**src/rtl/step_dir_generator_if.sv**
```systemverilog
// Command channel for step_dir_generator: one move per valid/ready handshake.
// The master presents direction, step count and step period; the slave
// raises cmd_ready only while it is idle.
interface step_dir_generator_if #(
  parameter int COUNT_BITS = 32,
  parameter int TICK_BITS  = 16
);
  logic                  cmd_valid;
  logic                  cmd_ready;
  logic                  cmd_dir;
  logic [COUNT_BITS-1:0] cmd_steps;
  logic [TICK_BITS-1:0]  cmd_period;

  modport master (
    output cmd_valid, cmd_dir, cmd_steps, cmd_period,
    input  cmd_ready
  );

  modport slave (
    input  cmd_valid, cmd_dir, cmd_steps, cmd_period,
    output cmd_ready
  );
endinterface

```
**src/rtl/step_dir_generator.sv**
```systemverilog
// step_dir_generator: timed step/dir pulse source for the stepper driver.
// Each accepted command emits cmd_steps pulses spaced cmd_period cycles apart
// (rising edge to rising edge), each high for max(pulse_width,1) cycles. A
// direction change inserts DIR_SETUP idle cycles before the first rising edge.
// The full period of the last step elapses before done, so back-to-back
// commands keep their spacing.
// Optional feature macro STEP_POSITION_EN adds a signed step position counter
// (output position, input pos_clear).
module step_dir_generator #(
  parameter int COUNT_BITS = 32,
  parameter int TICK_BITS  = 16,
  parameter int DIR_SETUP  = 8
) (
  input  logic                  clk,
  input  logic                  reset,
  step_dir_generator_if.slave   cmd,
  input  logic [TICK_BITS-1:0]  pulse_width,
  input  logic                  abort,
  output logic                  step,
  output logic                  dir,
  output logic                  busy,
  output logic                  done
`ifdef STEP_POSITION_EN
  ,
  input  logic                  pos_clear,
  output logic signed [COUNT_BITS:0] position
`endif
);

  typedef enum logic [1:0] {
    S_IDLE  = 2'd0,
    S_SETUP = 2'd1,
    S_HIGH  = 2'd2,
    S_LOW   = 2'd3
  } state_t;

  // Counter reload for the setup wait; tick counts down to zero inclusive.
  localparam logic [TICK_BITS-1:0] SETUP_LD =
    TICK_BITS'(DIR_SETUP > 0 ? DIR_SETUP - 1 : 0);
  localparam bit HAS_SETUP = (DIR_SETUP > 0);

  state_t                state_q, state_d;
  logic [TICK_BITS-1:0]  tick_q, tick_d;
  logic [COUNT_BITS-1:0] rem_q, rem_d;
  logic [TICK_BITS-1:0]  hw_q, lw_q;
  logic                  abort_pend_q;
  logic                  done_d;
  logic                  accept;
  logic                  enter_high;

  logic [TICK_BITS-1:0]  hw_in, lw_in;
  logic [TICK_BITS:0]    per_min, per_eff;

  assign accept        = cmd.cmd_valid & cmd.cmd_ready;
  assign cmd.cmd_ready = (state_q == S_IDLE);
  assign busy          = (state_q != S_IDLE);
  assign step          = (state_q == S_HIGH);

  // Shape the incoming command: high width at least 1, period at least hw+1
  // so the low phase is never empty. One extra bit avoids overflow of hw+1.
  always_comb begin
    hw_in   = (pulse_width == '0) ? TICK_BITS'(1) : pulse_width;
    per_min = {1'b0, hw_in} + 1'b1;
    per_eff = ({1'b0, cmd.cmd_period} < per_min) ? per_min : {1'b0, cmd.cmd_period};
    lw_in   = TICK_BITS'(per_eff - {1'b0, hw_in});
  end

  // Next-state, counter reloads and done pulse.
  always_comb begin
    state_d    = state_q;
    tick_d     = (tick_q != '0) ? tick_q - 1'b1 : tick_q;
    rem_d      = rem_q;
    done_d     = 1'b0;
    enter_high = 1'b0;
    unique case (state_q)
      S_IDLE: begin
        if (accept) begin
          if (cmd.cmd_steps == '0) begin
            done_d = 1'b1;
          end else if (HAS_SETUP && (cmd.cmd_dir != dir)) begin
            state_d = S_SETUP;
            tick_d  = SETUP_LD;
            rem_d   = cmd.cmd_steps;
          end else begin
            state_d    = S_HIGH;
            tick_d     = hw_in - 1'b1;
            rem_d      = cmd.cmd_steps - 1'b1;
            enter_high = 1'b1;
          end
        end
      end
      S_SETUP: begin
        if (abort) begin
          state_d = S_IDLE;
          done_d  = 1'b1;
        end else if (tick_q == '0) begin
          state_d    = S_HIGH;
          tick_d     = hw_q - 1'b1;
          rem_d      = rem_q - 1'b1;
          enter_high = 1'b1;
        end
      end
      S_HIGH: begin
        // An abort seen anywhere in the high phase lets it finish, then stops.
        if (tick_q == '0) begin
          if (abort || abort_pend_q) begin
            state_d = S_IDLE;
            done_d  = 1'b1;
          end else begin
            state_d = S_LOW;
            tick_d  = lw_q - 1'b1;
          end
        end
      end
      S_LOW: begin
        if (abort) begin
          state_d = S_IDLE;
          done_d  = 1'b1;
        end else if (tick_q == '0) begin
          if (rem_q != '0) begin
            state_d    = S_HIGH;
            tick_d     = hw_q - 1'b1;
            rem_d      = rem_q - 1'b1;
            enter_high = 1'b1;
          end else begin
            state_d = S_IDLE;
            done_d  = 1'b1;
          end
        end
      end
      default: state_d = S_IDLE;
    endcase
  end

  // State, counters, captured command timing and the dir level.
  always_ff @(posedge clk) begin
    if (reset) begin
      state_q      <= S_IDLE;
      tick_q       <= '0;
      rem_q        <= '0;
      hw_q         <= '0;
      lw_q         <= '0;
      abort_pend_q <= 1'b0;
      dir          <= 1'b0;
      done         <= 1'b0;
    end else begin
      state_q      <= state_d;
      tick_q       <= tick_d;
      rem_q        <= rem_d;
      done         <= done_d;
      abort_pend_q <= (state_q == S_HIGH) && (state_d == S_HIGH) && (abort || abort_pend_q);
      if (accept) begin
        dir  <= cmd.cmd_dir;
        hw_q <= hw_in;
        lw_q <= lw_in;
      end
    end
  end

`ifdef STEP_POSITION_EN
  localparam logic signed [COUNT_BITS:0] POS_ONE = 1;
  logic                        step_dir;
  logic signed [COUNT_BITS:0]  pos_base;

  // Direction of the pulse about to start; from IDLE dir is updated on the same edge.
  always_comb begin
    step_dir = (state_q == S_IDLE) ? cmd.cmd_dir : dir;
    pos_base = pos_clear ? '0 : position;
  end

  // Position follows each step rising edge; a clear on the same cycle applies first.
  always_ff @(posedge clk) begin
    if (reset) begin
      position <= '0;
    end else if (enter_high) begin
      position <= step_dir ? pos_base + POS_ONE : pos_base - POS_ONE;
    end else if (pos_clear) begin
      position <= '0;
    end
  end
`endif

endmodule

```
**src/flat_wrapper.sv**
```systemverilog
// flat-port wrapper written by rule: the top's interface ports become plain ports
module step_dir_generator_flat 
#(
  parameter int COUNT_BITS = 32,
  parameter int TICK_BITS  = 16,
  parameter int DIR_SETUP  = 8
)
  (clk, reset, pulse_width, abort, step, dir, busy, done, cmd_cmd_valid, cmd_cmd_dir, cmd_cmd_steps, cmd_cmd_period, cmd_cmd_ready);
  step_dir_generator_if #(.COUNT_BITS(COUNT_BITS), .TICK_BITS(TICK_BITS)) cmd_i ();
  input  logic clk;
  input  logic reset;
  input  logic [TICK_BITS-1:0] pulse_width;
  input  logic abort;
  output logic step;
  output logic dir;
  output logic busy;
  output logic done;
  input wire logic [$bits(cmd_i.cmd_valid)-1:0] cmd_cmd_valid;
  input wire logic [$bits(cmd_i.cmd_dir)-1:0] cmd_cmd_dir;
  input wire logic [$bits(cmd_i.cmd_steps)-1:0] cmd_cmd_steps;
  input wire logic [$bits(cmd_i.cmd_period)-1:0] cmd_cmd_period;
  output wire logic [$bits(cmd_i.cmd_ready)-1:0] cmd_cmd_ready;
  assign cmd_i.cmd_valid = cmd_cmd_valid;
  assign cmd_i.cmd_dir = cmd_cmd_dir;
  assign cmd_i.cmd_steps = cmd_cmd_steps;
  assign cmd_i.cmd_period = cmd_cmd_period;
  assign cmd_cmd_ready = cmd_i.cmd_ready;
  step_dir_generator #(.COUNT_BITS(COUNT_BITS), .TICK_BITS(TICK_BITS), .DIR_SETUP(DIR_SETUP)) u_core (.clk(clk), .reset(reset), .cmd(cmd_i), .pulse_width(pulse_width), .abort(abort), .step(step), .dir(dir), .busy(busy), .done(done));
endmodule
```
**config.mk**
```make
export PLATFORM = sky130hd
export DESIGN_NAME = step_dir_generator_flat
export DESIGN_NICKNAME = d
export VERILOG_FILES = /design/src/rtl/step_dir_generator_if.sv /design/src/rtl/step_dir_generator.sv /design/src/flat_wrapper.sv
export SDC_FILE = /design/constraint.sdc
export NUM_CORES = 1
export LEC_CHECK = 0
export CAP_MARGIN = 5
export CORE_ASPECT_RATIO = 0.9
export CORE_MARGIN = 3
export CORE_UTILIZATION = 40
export CTS_BUF_LIST = sky130_fd_sc_hd__clkbuf_4
export DETAILED_ROUTE_END_ITERATION = 16
export PLACE_DENSITY = 0.6
export SETUP_SLACK_MARGIN = 0.2
export SYNTH_ARGS = -nofsm -noshare
export SYNTH_HDL_FRONTEND = slang
export SYNTH_SLANG_ARGS = --single-unit
export TNS_END_PERCENT = 100
```
**constraint.sdc**
```tcl
create_clock -name clk -period 8.4 [get_ports clk]
set_input_delay 1.26 -clock clk [delete_from_list [all_inputs] [get_ports clk]]
set_output_delay 1.26 -clock clk [all_outputs]
set_load 0.02 [all_outputs]
```
# After elaboration in Yosys (flattened, before gate mapping)
# Index checks and enable logic that the tools add are counted.
[word_totals] inputBits=69 regBits=85 output_inout_bits=5 elab_cells=85
[op_classes] n_mux=43 n_reduce_logical=12 n_eq_ne=12 add_sub_neg=8 bitwise_logic=1 order_cmp=1
[ops] cell="32-bit two-way mux" n=8
[ops] cell="16-bit two-way mux" n=13
[ops] cell="32-bit case mux with 3 select lines" n=1
[ops] cell="16-bit case mux with 4 select lines" n=1
[ops] cell="16-bit by 1-bit subtractor with 16-bit output (second input constant)" n=4
[ops] cell="32-bit by 1-bit subtractor with 32-bit output (second input constant)" n=2
[ops] cell="16-bit zero test" n=2
[ops] cell="32-bit zero test" n=1
[ops] cell="32-bit nonzero test" n=1
[ops] cell="2-bit two-way mux" n=10
[ops] cell="16-bit by 1-bit adder with 17-bit output (second input constant)" n=1
[ops] cell="16-bit by 17-bit < comparator with 1-bit output" n=1
[ops] cell="16-bit nonzero test" n=1
[ops] cell="16-bit subtractor" n=1
[ops] cell="1-bit two-way mux" n=8
[ops] cell="2-bit != test (second input constant)" n=4
[ops] cell="2-bit case mux with 4 select lines" n=1
[ops] cell="8-bit AND reduction" n=1
[ops] cell="2-bit equality test (second input constant)" n=3
[ops] cell="2-bit by 1-bit != test with 1-bit output (second input constant)" n=3
[ops] cell="1-bit case mux with 4 select lines" n=1
[ops] cell="3-bit nonzero test" n=1
[ops] cell="2-bit by 1-bit equality test with 1-bit output (second input constant)" n=1
[ops] cell="1-bit logical AND" n=2
[ops] cell="5 further kinds" n=5

# Depth between registers and ports, before layout
[logic_depth] word_depth=8 depth_mapped=25 ltp_nobuf=23

# Worst setup path before layout
# No wires, ideal clock.
[synth_timing] path_kind="input to register" start="input port pulse_width[8]" end="register u_core.lw_q[15]" required_ns=8.309 path_buffers=2 setup_slack_ns=2.090 cell_stages=22 setup_ns=0.091 arrival_ns=6.219 cell_sequence="buf_2 -> or4_4 -> nor4_2 -> a21oi_1 -> ha_1 -> inv_1 -> ha_1 -> a21oi_1 -> o21ai_0 -> o2bb2ai_1 -> a211oi_1 -> a21o_1 -> clkbuf_1 -> mux2_2 -> ha_1 -> nor2b_1 -> o31ai_1 -> a2111oi_0 -> o21a_1 -> o21ba_2 -> or4_1 -> a311oi_1"
[synth_via] elab_chain_cells=6
[synth_lines] item="from (decl)" line="flat_wrapper.sv:12" text="input logic [TICK_BITS-1:0] pulse_width;"
[synth_lines] item="16-bit zero test" line="step_dir_generator.sv:62" text="hw_in = (pulse_width == '0) ? TICK_BITS'(1) : pulse_width;"
[synth_lines] item="16-bit two-way mux (*)" line="step_dir_generator.sv:62"
[synth_lines] item="16-bit by 1-bit adder with 17-bit output" line="step_dir_generator.sv:63" text="per_min = {1'b0, hw_in} + 1'b1;"
[synth_lines] item="16-bit by 17-bit < comparator with 1-bit output" line="step_dir_generator.sv:64" text="per_eff = ({1'b0, cmd.cmd_period} < per_min) ? per_min : {1'b0, cmd.cmd_period};"
[synth_lines] item="16-bit two-way mux" line="step_dir_generator.sv:64"
[synth_lines] item="16-bit subtractor (*)" line="step_dir_generator.sv:65" text="lw_in = TICK_BITS'(per_eff - {1'b0, hw_in});"
[synth_lines] item="to (signal assigned)" line="step_dir_generator.sv:155" text="lw_q <= lw_in;"
[synth_lines] item="to (decl)" line="step_dir_generator.sv:45" text="logic [TICK_BITS-1:0] hw_q, lw_q;"
# Every way passes the cells marked *; elsewhere a longest branch is shown, timed or not.
# A chain may end at the register's enable or synchronous reset.

# Worst setup path in the final report
# Same ends and word-level chain as after synthesis.

==> results.json <==
{
  "cts_resized": 0,
  "drt-total-wl_um": 22970,
  "cp_data_arrival_time_ps": 7640,
  "required_ps": 8770,
  "fin_crit_ps": 7279,
  "critPathSlowestCell": "a21o_1",
  "powerDensity_nw_per_um2": 176.8,
  "grt_first_pass_wirelength_um": 37160,
  "maxCapViolCount": 0,
  "synthTopCellsByCount": "nand2_1, a21oi_1, nor2_1",
  "vdd.ir_drop.worst_mv": 0.07155,
  "routedWlPerCell_um": 17.20,
  "finalPower_mw": 1.523,
  "synth_top_area_cell": "dfxtp_1",
  "cts-root-buf": "clkbuf_4",
  "nets": 1193,
  "h-tree-depth": 3,
  "maxSlewHeadroom": 0.2061,
  "synth_top_cell_area_share": 0.2227,
  "finalSetupTns_ps": 0,
  "place.gp.congestion": 0.8675,
  "crit_path_max_incr_delay_ps": 660,
  "setup_viol": 0,
  "crit_chain": "clkdlybuf4s50_1 -> or4_4 -> nor4_2 -> a21oi_1 -> ha_1 -> inv_1 -> ha_1 -> a21oi_1 -> o21ai_0 -> o2bb2ai_1 -> a211oi_1 -> a21o_1 -> mux2_2 -> ha_1 -> nor2b_1 -> o31ai_1 -> a2111oi_0 -> o21a_1 -> o21ba_2 -> or4_1 -> a311oi_1",
  "die_h_um": 137.1,
  "rows": 47,
  "pre_cts_ws_ps": 708.4,
  "final_core_utilization": 0.4636,
  "numPlacedInstances": 1320,
  "synthTopCellsByArea": "dfxtp_1, xnor2_1, a21oi_1",
  "rsz0062_at_grt": "false",
  "syn_inst": 1047,
  "start_util": 0.4113,
  "cp_top_family": "compound AO/OA/AOI/OAI gates",
  "core_area_um2": 18580,
  "synth_nets": 1154,
  "clk-insertion-delay-late_ps": 470,
  "syn_area_um2": 7642,
  "yosys_warnings": 0,
  "dr.pass1.iters": 5,
  "path_buf_inv": 2,
  "critPathMaxFanout": 28,
  "antenna_left": 0,
  "final_hold_viol_count": 0,
  "endpoint_kind": "flop",
  "clock-sinks": 85,
  "area_growth_pct": 12.74,
  "cts_setup_buffers": 0,
  "final_cell_count_no_fill": 1335,
  "fin_area_um2": 8616,
  "async_flop_share": 0,
  "numPortBuffers": 73,
  "ios": 74,
  "grt-ovfl-total": 0,
  "antenna_found_initial": 1,
  "fmax_mhz": 137.4,
  "drc": 0,
  "period_share": 0.8666,
  "synth_flop_cell": "dfxtp_1",
  "total_leakage_power_nw": 3.118,
  "hold_path_class": "flop to flop",
  "placed_area_um2": 8516,
  "worst_path_most_repeated_cell": "ha_1",
  "layout_setup_ws_ps": 1121,
  "status": "complete, no violations",
  "finClkSkew_ps": 36.80,
  "cts_tree": "built",
  "final_layout_size_suffix_gt1_frac": 0.05326,
  "initialDrtViolationCount": 737,
  "clk_path_buf_depth": 2,
  "synth_most_common_cell": "nand2_1",
  "ys_seq_area_frac": 0.2227,
  "grt_pass1_vias": 6815,
  "whs_ps": 483.1,
  "die_area_um2": 20800,
  "die_x_um": 151.7,
  "path_class": "input pin to flop",
  "grt_max_degree": 108,
  "via_count": 7708,
  "synth_edf_count": 0,
  "viasPerCell": 5.774,
  "clk_pin_slew_ps": 160,
  "cts.hold.buffers_added": 0,
  "start_kind": "input pin",
  "worst_slew_pin_slew_ps": 1182,
  "synth_cell_types": 84,
  "drv_slew": 0,
  "numCtsBuffers": 9,
  "grtUsageTotal": 0.2229,
  "syn_avg_cell_area_um2": 7.299,
  "ys_ff_latch": 85,
  "hpwl_um": 17610
}
-- power by group --
part           switching, mW  internal [mW]
Clock                  0.152         0.0562
Combinational          0.457          0.326
Sequential            0.0673          0.465
Total                  0.676          0.847
-- final timing paths --
kind	cells past startpoint	start	slack, ps	endpoint
max	21	pulse_width[8]	1120	u_core.lw_q[15]
min	2	u_core.rem_q[28]	480	u_core.rem_q[28]
max reg2reg	9	u_core.rem_q[0]	5030	u_core.rem_q[17]
min reg2reg	2	u_core.rem_q[28]	480	u_core.rem_q[28]
-- state kept, by name, indices dropped and copies added, names as in the netlist --
| register | count |
|---|---|
| u_core.abort_pend_q | 1 |
| u_core.lw_q | 16 |
| u_core.tick_q | 16 |
| u_core.dir | 1 |
| u_core.state_q | 2 |
| u_core.done | 1 |
| u_core.hw_q | 16 |
| u_core.rem_q | 32 |
-- layout make-up --
| cell class | instances | area (µm²) |
|---|---|---|
| Inverter | 35 | 131.4 |
| Multi-Input combinational cell | 870 | 5559 |
| Timing Repair Buffer | 85 | 815.8 |
| Clock buffer | 9 | 67.56 |
| Clock inverter | 5 | 30.03 |
| Sequential cell | 85 | 1703 |
| Fill cell | 1970 | 9967 |
| Tap cell | 245 | 306.5 |
| Antenna cell | 1 | 2.502 |
-- routing by layer --
layer,vias up,part of all wire,global-route usage
li1,3906,-,-
met1,3570,0.54,0.3693
met2,219,0.40,0.3033
met3,13,0.048,0.03344
met4,0,0.0085,0.02944
met5,-,0,0
-- worst reg2reg max path, delay by kind of cell (launching register included) --
kind	cells	cell delay, ps
AOI/OAI and AO/OA	1	260
adders and majority gates	1	180
buffers and inverters	1	80
DFF	1	360
and+or+nand+nor	6	2410
-- layout by cell type (no fill, tap or decap), types with 4 or more instances in the layout --
master,Yosys,final
a211oi_1,16,16
a21o_1,4,4
a21oi_1,101,101
a221oi_1,10,10
a22o_1,4,4
a31oi_1,8,8
and2_1,7,7
and3_1,10,10
buf_4,0,12
clkbuf_4,0,9
clkdlybuf4s50_1,0,72
dfxtp_1,85,84
ha_1,37,37
inv_1,34,34
mux2i_1,6,6
nand2_1,124,124
nand2b_1,11,11
nand3_1,31,31
nand3b_1,6,6
nand4_1,11,11
nor2_1,86,86
nor2b_1,6,6
nor3_1,44,44
nor3b_1,7,7
nor4_1,24,24
nor4b_1,5,5
o211ai_1,10,10
o21a_1,13,13
o21ai_0,56,56
o22ai_1,10,10
o31a_1,7,7
o31ai_1,6,6
o41ai_1,5,5
or2_2,10,10
or3_1,13,13
or4_1,14,14
xnor2_1,59,59
xor2_1,42,42
-- cell families (layout without fill, tap and decap cells) --
kind of cell,Yosys count,count (layout),share of synthesized area
adders and majority gates,38,38,0.06320
AOI/OAI and AO/OA,291,291,0.2482
muxes,8,8,0.01081
xor gates and xnor gates,101,101,0.1158
buffers and inverters,92,134,0.04993
and+or+nand+nor,432,432,0.2895
DFF,85,85,0.2227
other,0,1,0
Note: power is estimated with default switching activity, not from simulation.
